$ cat src/rtl/uart_tx_arb.sv
// Round-robin arbiter feeding single bytes from four requesters into one UART transmitter.
// Each grant issues a tx_start pulse, then tracks tx_busy through the frame before re-arbitrating.
module uart_tx_arb #(
    parameter int unsigned BUSY_TIMEOUT = 4
) (
    input  logic        clk,
    input  logic        rst,
    input  logic [3:0]  req,
    input  logic [31:0] req_data,
    output logic [3:0]  ack,
    output logic [1:0]  owner,
    output logic        arb_busy,
    output logic        err,
    output logic        tx_start,
    output logic [7:0]  tx_data,
    input  logic        tx_busy
);

    localparam int unsigned CNT_W = (BUSY_TIMEOUT > 1) ? $clog2(BUSY_TIMEOUT + 1) : 1;
    localparam logic [CNT_W-1:0] CNT_LAST = CNT_W'(BUSY_TIMEOUT - 1);
    localparam logic [CNT_W-1:0] CNT_MAX  = '1;

    typedef enum logic [1:0] {
        IDLE      = 2'd0,
        WAIT_BUSY = 2'd1,
        WAIT_DONE = 2'd2
    } state_t;

    state_t           state;
    logic [1:0]       ptr;
    logic [CNT_W-1:0] cnt;
    logic [CNT_W-1:0] cnt_sat;

    logic             found;
    logic [1:0]       pick;
    logic [1:0]       idx;

    // Search starts at ptr and wraps; the first requesting index wins.
    always_comb begin
        found = 1'b0;
        pick  = '0;
        idx   = '0;
        for (int unsigned k = 0; k < 4; k++) begin
            idx = ptr + k[1:0];
            if (!found && req[idx]) begin
                found = 1'b1;
                pick  = idx;
            end
        end
    end

    assign cnt_sat = (cnt == CNT_MAX) ? cnt : cnt + 1'b1;

    always_ff @(posedge clk) begin
        if (rst) begin
            state    <= IDLE;
            ptr      <= '0;
            cnt      <= '0;
            owner    <= '0;
            tx_data  <= '0;
            tx_start <= 1'b0;
            ack      <= '0;
            err      <= 1'b0;
            arb_busy <= 1'b0;
        end else begin
            tx_start <= 1'b0;
            ack      <= '0;
            err      <= 1'b0;
            case (state)
                IDLE: begin
                    // A busy transmitter here belongs to someone else or is stale; never grant over it.
                    if (found && !tx_busy) begin
                        state    <= WAIT_BUSY;
                        arb_busy <= 1'b1;
                        tx_start <= 1'b1;
                        ack      <= 4'b0001 << pick;
                        owner    <= pick;
                        tx_data  <= req_data[{pick, 3'b000} +: 8];
                        ptr      <= pick + 2'd1;
                        cnt      <= '0;
                    end else begin
                        cnt <= cnt_sat;
                    end
                end
                WAIT_BUSY: begin
                    if (tx_busy) begin
                        state <= WAIT_DONE;
                    end else if (cnt == CNT_LAST) begin
                        state    <= IDLE;
                        arb_busy <= 1'b0;
                        err      <= 1'b1;
                    end else begin
                        cnt <= cnt + 1'b1;
                    end
                end
                WAIT_DONE: begin
                    cnt <= cnt_sat;
                    if (!tx_busy) begin
                        state    <= IDLE;
                        arb_busy <= 1'b0;
                    end
                end
                default: begin
                    state    <= IDLE;
                    arb_busy <= 1'b0;
                end
            endcase
        end
    end

endmodule

$ cat config.mk
export PLATFORM = sky130hd
export DESIGN_NAME = uart_tx_arb
export DESIGN_NICKNAME = d
export VERILOG_FILES = /design/src/rtl/uart_tx_arb.sv
export SDC_FILE = /design/constraint.sdc
export NUM_CORES = 1
export LEC_CHECK = 0
export CORE_MARGIN = 2
export CORE_UTILIZATION = 43
export CTS_CLUSTER_DIAMETER = 200
export CTS_CLUSTER_SIZE = 14
export DETAILED_ROUTE_END_ITERATION = 12
export GPL_ROUTABILITY_DRIVEN = 0
export GPL_TIMING_DRIVEN = 0
export PLACE_DENSITY = 0.9
export RECOVER_POWER = 50
export SLEW_MARGIN = 10
export SYNTH_ARGS = -nofsm -noshare
export SYNTH_HDL_FRONTEND = slang
export SYNTH_SLANG_ARGS = --single-unit
export TNS_END_PERCENT = 5
$ cat constraint.sdc
create_clock -name clk -period 1.9 [get_ports clk]
set_input_delay 0.38 -clock clk [delete_from_list [all_inputs] [get_ports clk]]
set_output_delay 0.38 -clock clk [all_outputs]
set_load 0.02 [all_outputs]
Yosys cells after proc, flatten, opt, wreduce, memory -nomap -nowiden
Cells that the tools add are included.
- register bits: 24
- bits of input ports: 39
- output and inout bits: 17
- word-level logic and storage cells: 83
- add/subtract/negate cells: 5
- order comparisons: 4
- eq/ne operators: 10
- shifts and indexed selects: 2
- multiplexer cells: 33
- bitwise gates (word level): 3
- reduce and logical (&&, ||, !) cells: 17
- operator list (cell ; count):
    $shiftx A32 B6 Y8 ; 1
    $mux W2 ; 8
    $mux W1 ; 14
    $lt A2 B3 Y1 const B ; 4
    $mux W3 ; 4
    $ne A2 B2 Y1 const B ; 5
    $pmux W3 S3 ; 1
    $bmux W1 S2 ; 4
    $pmux W2 S3 ; 1
    $reduce_and A3 Y1 ; 2
    $reduce_or A3 Y1 ; 2
    $add A2 B1 Y2 const B ; 2
    $add A2 B2 Y2 const B ; 2
    $logic_and A1 B1 Y1 ; 4
    $logic_not A1 Y1 ; 4
    $reduce_and A4 Y1 ; 1
    $shl A1 B2 Y4 const A ; 1
    $add A3 B1 Y3 const B ; 1
    $eq A3 B2 Y1 const B ; 1
    $eq A3 B3 Y1 const B ; 1
    $ne A3 B3 Y1 const B ; 1
    $not A1 Y1 ; 3
    $pmux W1 S3 ; 1
    $reduce_bool A3 Y1 ; 1
    other kinds (5) ; 5

Longest topological paths before layout
- word-level depth: 15
- gate-level depth with buffers: 7
- depth with buffers taken out: 7

Least setup slack after synthesis
OpenSTA, ideal clock, no wires.
- path kind: register -> register
- from: register state[1]
- to: register state[1]
- library setup time: 59 ps
- arrival time: 1533 ps
- required time: 1841 ps
- slack: 309 ps
- stages on the path, launching flop included: 8
- path buffers: 0
- period minus slack after synthesis: 1591 ps
- cells stage by stage: dfxtp_1 -> inv_1 -> ha_1 -> nor2b_1 -> mux2_2 -> a21oi_1 -> mux2i_1 -> and2_1
- cells in the longest elaborated chain, start to end: 3
- elaborated cells on any way between the ends: 8
- classes of those cells: eq/ne: 5; mux: 1; reduce/logical: 2
- ends and longest elaborated chain (what ; line ; text):
    from (decl) ; 29 ; state_t state;
    from (signal assigned) ; 56 ; state <= IDLE;
    from (signal assigned) ; 73 ; state <= WAIT_BUSY;
    from (signal assigned) ; 87 ; state <= WAIT_DONE;
    $eq A2 B1 Y1 (tied with other cells) ; 69 ; case (state)
    $ne A3 B3 Y1 (no line) or $ne A2 B2 Y1 (tied branches) ; - ;
    $reduce_and A3 Y1 (no line) ; - ;
Several ways; a longest one is shown, not always the timed one.
A chain may end at the register's enable or synchronous reset.

Worst setup path after layout
- from: input req[0]
- to: register tx_data[1]
- cells in the longest elaborated chain, start to end: 14
- elaborated cells on any way between the ends: 25
- classes of those cells: shift: 1; mux: 16; reduce/logical: 8
- ends and longest elaborated chain (what ; line ; text):
    from (decl) ; 8 ; input logic [3:0] req,
    branches (longest 14 deep; another with $bmux W1 S2) ; - ;
    to (signal assigned) ; 78 ; tx_data <= req_data[{pick, 3'b000} +: 8];
    to (decl) ; 15 ; output logic [7:0] tx_data,
Parallel ways; which one is timed is not known. The select of a mux whose other input is x is not followed.

==> run summary <==
The tools report the routed length on met2 as 1860 um. For the area of the core, the log shows 3050 um^2. For the placed instance count, the log shows 240. TritonCTS built the clock tree. In this run the power density over the cells is 749 nW/um^2. The run gives 0 as the final-report hold violation count.

For the pin with the worst max-slew slack, the measured transition is 0.413 ns. Among all flip-flop cells after synthesis, the most frequent one is dfxtp_1. The synthesized design contains 24 register bits. On the critical path, the stage with the largest delay is an instance of clkdlybuf4s50_1. The tools report the global route total overflow as 0. The logs give 0 for the number of warnings issued by yosys and 0.33 ns for the insertion delay of the later-clocked pin in the worst-skew pair. For the setup slack of the worst register-to-register path, the log shows 0.12 ns. For this run, the top clock speed supported by timing is 0.546 GHz. The first global-routing pass estimated 5400 um of wire.

After detailed routing, no signal wire sits above met4. The largest clock skew in the final design is 0.00262 ns. The number of nets handed over by synthesis was 190. Synthesis produced 143 cells. The post-route clock period utilization is 0.965, and the initial core utilization is 0.454. The fraction of synthesis flops using an asynchronous set or reset pin came out at 0. The total number of H-tree levels came out at 1. The height of the chip was 60.8 um. Total power for the finished layout comes to 1540 uW. The die is 60.8 um wide. The initial antenna violation count was 0; the total of endpoints with negative setup slack in the final report was 0. Setup repair after global routing could not meet its margin everywhere. The routed design has 3550 um of wire. On the worst path, the slowest cell contributes a delay of 0.50 ns.

After synthesis the cells add up to 1390 um^2. In this run, CTS created clock tree buffers numbering 3. Share of synthesized area occupied by flip-flops and latches: 0.347. Walking the worst path, the cells encountered are clkdlybuf4s50_1 -> nand2_1 -> nand3_1 -> a2bb2oi_2 -> buf_2 -> mux2i_1 -> o221ai_2.

A synthesized cell averages 9.69 um^2. The worst max-slew margin expressed relative to the limit is 0.725. For the worst setup path, the data required time is 2.14 ns. The critical path is of the in2reg type. Data on the critical path arrives at its endpoint at 2.07 ns. The final critical-path required period came out at 1.83 ns. The I/O pin count was 56. Register clock-pin slew on the reported worst setup and hold paths: 0.14 ns. The number of cells on the worst reg-to-reg path is 7, and the instance area after placement is 1970 um^2. For the die outline area, the log shows 3690 um^2.

After the last flow step, the layout net total stands at 248. The number of pins with negative max-slew slack in the final report was 0; the largest buffer count on any clock path was 2. After detailed routing, the wire length on met1 is 1490 um. The initialized floorplan defines 20 standard-cell rows.

The mean routed wirelength per cell was 14.6 um; the number of nets with antenna violations after detailed routing was 0. Remaining routing DRC violations: 0. The first routing iteration left 97 violations. The peak supply drop was 356 uV. Worst-case hold path end point: err$_SDFF_PP0_.

The logs give 252 for the number of filler cells placed in the layout and 0 for the antenna diode count. The tree is rooted in a clkbuf_4. The fraction of layout instances using a drive strength above 1 is 0.150, and the hold-critical path depth is 2. The clock drives 24 sinks. On the final layout, the worst hold slack is 0.343 ns. The largest total area in the synthesized netlist belongs to dfxtp_1.

Max-cap violations in this run came to 0. The worst setup path is captured at a flip-flop. The tools report the static leakage as 0.000808 uW. Yosys attributes the largest share of cell area to dfxtp_1 35%, mux2i_1 16%, o221ai_2 8.7%, ha_1 7.2%, nor2_1 3.5%.

The logs give 1266 for the total via count after detailed routing and 15 for the largest net degree at the start of global routing. The area growth from synthesis to layout works out to 48.2%. The flow ran to the end, and the final reports show no timing, DRC or antenna violations. STA classifies the critical path startpoint as an input port. The top cell type's share of synthesized area was 0.347; the count of buffers from port buffering was 53. The tools report the number of global-route vias before repair as 1127.

The startpoint identified for the worst hold timing path is tx_busy. The first TritonRoute pass finished after 4 iterations. Once layout is complete, the cells apart from fillers number 244.

The HPWL after detailed placement is 2740 um. The routed design uses 134 um of met3 wire. In this run the worst path has a maximum fanout of 10.

Buffers inserted to repair hold after CTS numbered 0. Class of the worst hold path: in2reg. After detailed routing, the number of vias per cell comes to 5.19. For the overall global routing resource usage, the log shows 0.202. In this run the critical register-to-register path is launched from state[1]$_SDFFE_PP0P_. The tools report the area of all placed cells without fillers as 2050 um^2. The number of different library cells used by synthesis comes to 36.

The tools report the reg-to-reg endpoint as tx_data[2]$_SDFFE_PP0P_. The count of flip-flops with a built-in enable after synthesis came out at 0.
logic make-up after synthesis:
family,share of synthesized area
mux,0.167
fa+ha+maj,0.0722
buf+inv,0.0487
simple gates,0.154
compound gates,0.211
flops,0.347
Yosys cell counts (2+ instances only):
cell and n:
ha_1 8, dfxtp_1 24, a21oi_1 9, mux2i_1 22, nand2_1 11, nand3_1 2
o211ai_1 2, nor2_1 13, buf_2 3, o221ai_2 8, or2_2 2, inv_1 10
o21ai_0 6
per-stage QoR:
| stage | setup TNS, ns | worst slack [ns] | util |
|---|---|---|---|
| 6_report | 0 | 0.0674 | 0.673 |
| 5_1_grt | -0.000171 | -0.000171 | 0.673 |
| 4_1_cts | 0 | 0.0282 | 0.664 |
| 3_5_place_dp | -4.63 | -0.406 | 0.646 |
| 3_3_place_gp | -4.35 | -0.347 | 0.646 |
| 2_1_floorplan | 0 | 0.309 | - |
power breakdown:
part	switching (uW)	leakage [uW]	internal (uW)
Clock	175	0.0000279	214
Sequential	36.3	0.000197	560
Combinational	268	0.000583	284
cells in the final DEF, fill, tap and decap left out, types with 2 or more instances in the layout:
| cell type | instances |
|---|---|
| clkbuf_4 | 4 |
| dfxtp_1 | 24 |
| o21ai_0 | 6 |
| nor2_2 | 2 |
| or2_2 | 2 |
| inv_1 | 10 |
| buf_2 | 2 |
| a21oi_1 | 8 |
| nor2_1 | 11 |
| o221ai_2 | 8 |
| nand3_1 | 2 |
| ha_1 | 7 |
| o211ai_1 | 2 |
| clkdlybuf4s50_1 | 52 |
| nand2_1 | 11 |
| mux2i_1 | 22 |
timing repair:
item | CTS | global route
setup buffers | 0 | 0
setup endpoints to repair | 2 | 10
resized for setup | 1 | 7
cell type report:
type,count,area [um^2],share of cell area
plain buffers,5,32.5,0.0158
clock buffers,3,22.5,0.0110
clock inverters,1,30.0,0.0146
inverters,10,37.5,0.0183
multi-input cells,104,863,0.420
flip-flops and latches,24,480,0.234
well taps,44,55.1,0.0268
repair buffers,53,533,0.259
state kept, by name, summed over array words and instances, names as in the netlist:
name / cells
tx_data: 8
tx_start: 1
ack: 4
state: 2
owner: 2
err: 1
ptr: 2
cnt: 3
arb_busy: 1
metal layers:
metal | vias to the layer above | global-route usage
li1 | 631 | -
met1 | 594 | 0.255
met2 | 36 | 0.341
met3 | 5 | 0.0256
met4 | 0 | 0.0932
met5 | - | 0
worst max-delay path by stage:
stage / end / slack (ns) / from
finish: tx_data[1]$_SDFFE_PP0P_ / 0.07 / req[0]
global placement: tx_data[2]$_SDFFE_PP0P_ / -0.35 / req[0]
global route: tx_data[1]$_SDFFE_PP0P_ / -0.0002 / req[0]
CTS: tx_data[2]$_SDFFE_PP0P_ / 0.03 / req[0]
floorplan: state[1]$_SDFFE_PP0P_ / 0.31 / state[1]$_SDFFE_PP0P_
detailed placement: tx_data[2]$_SDFFE_PP0P_ / -0.41 / req[0]
worst max-delay path: cells and delay by family:
family | cells | cell delay, ns
compound gates | 2 | 0.31
mux | 1 | 0.31
buf+inv | 2 | 0.83
simple gates | 2 | 0.23
No activity file was read; power rests on OpenSTA's default activity.
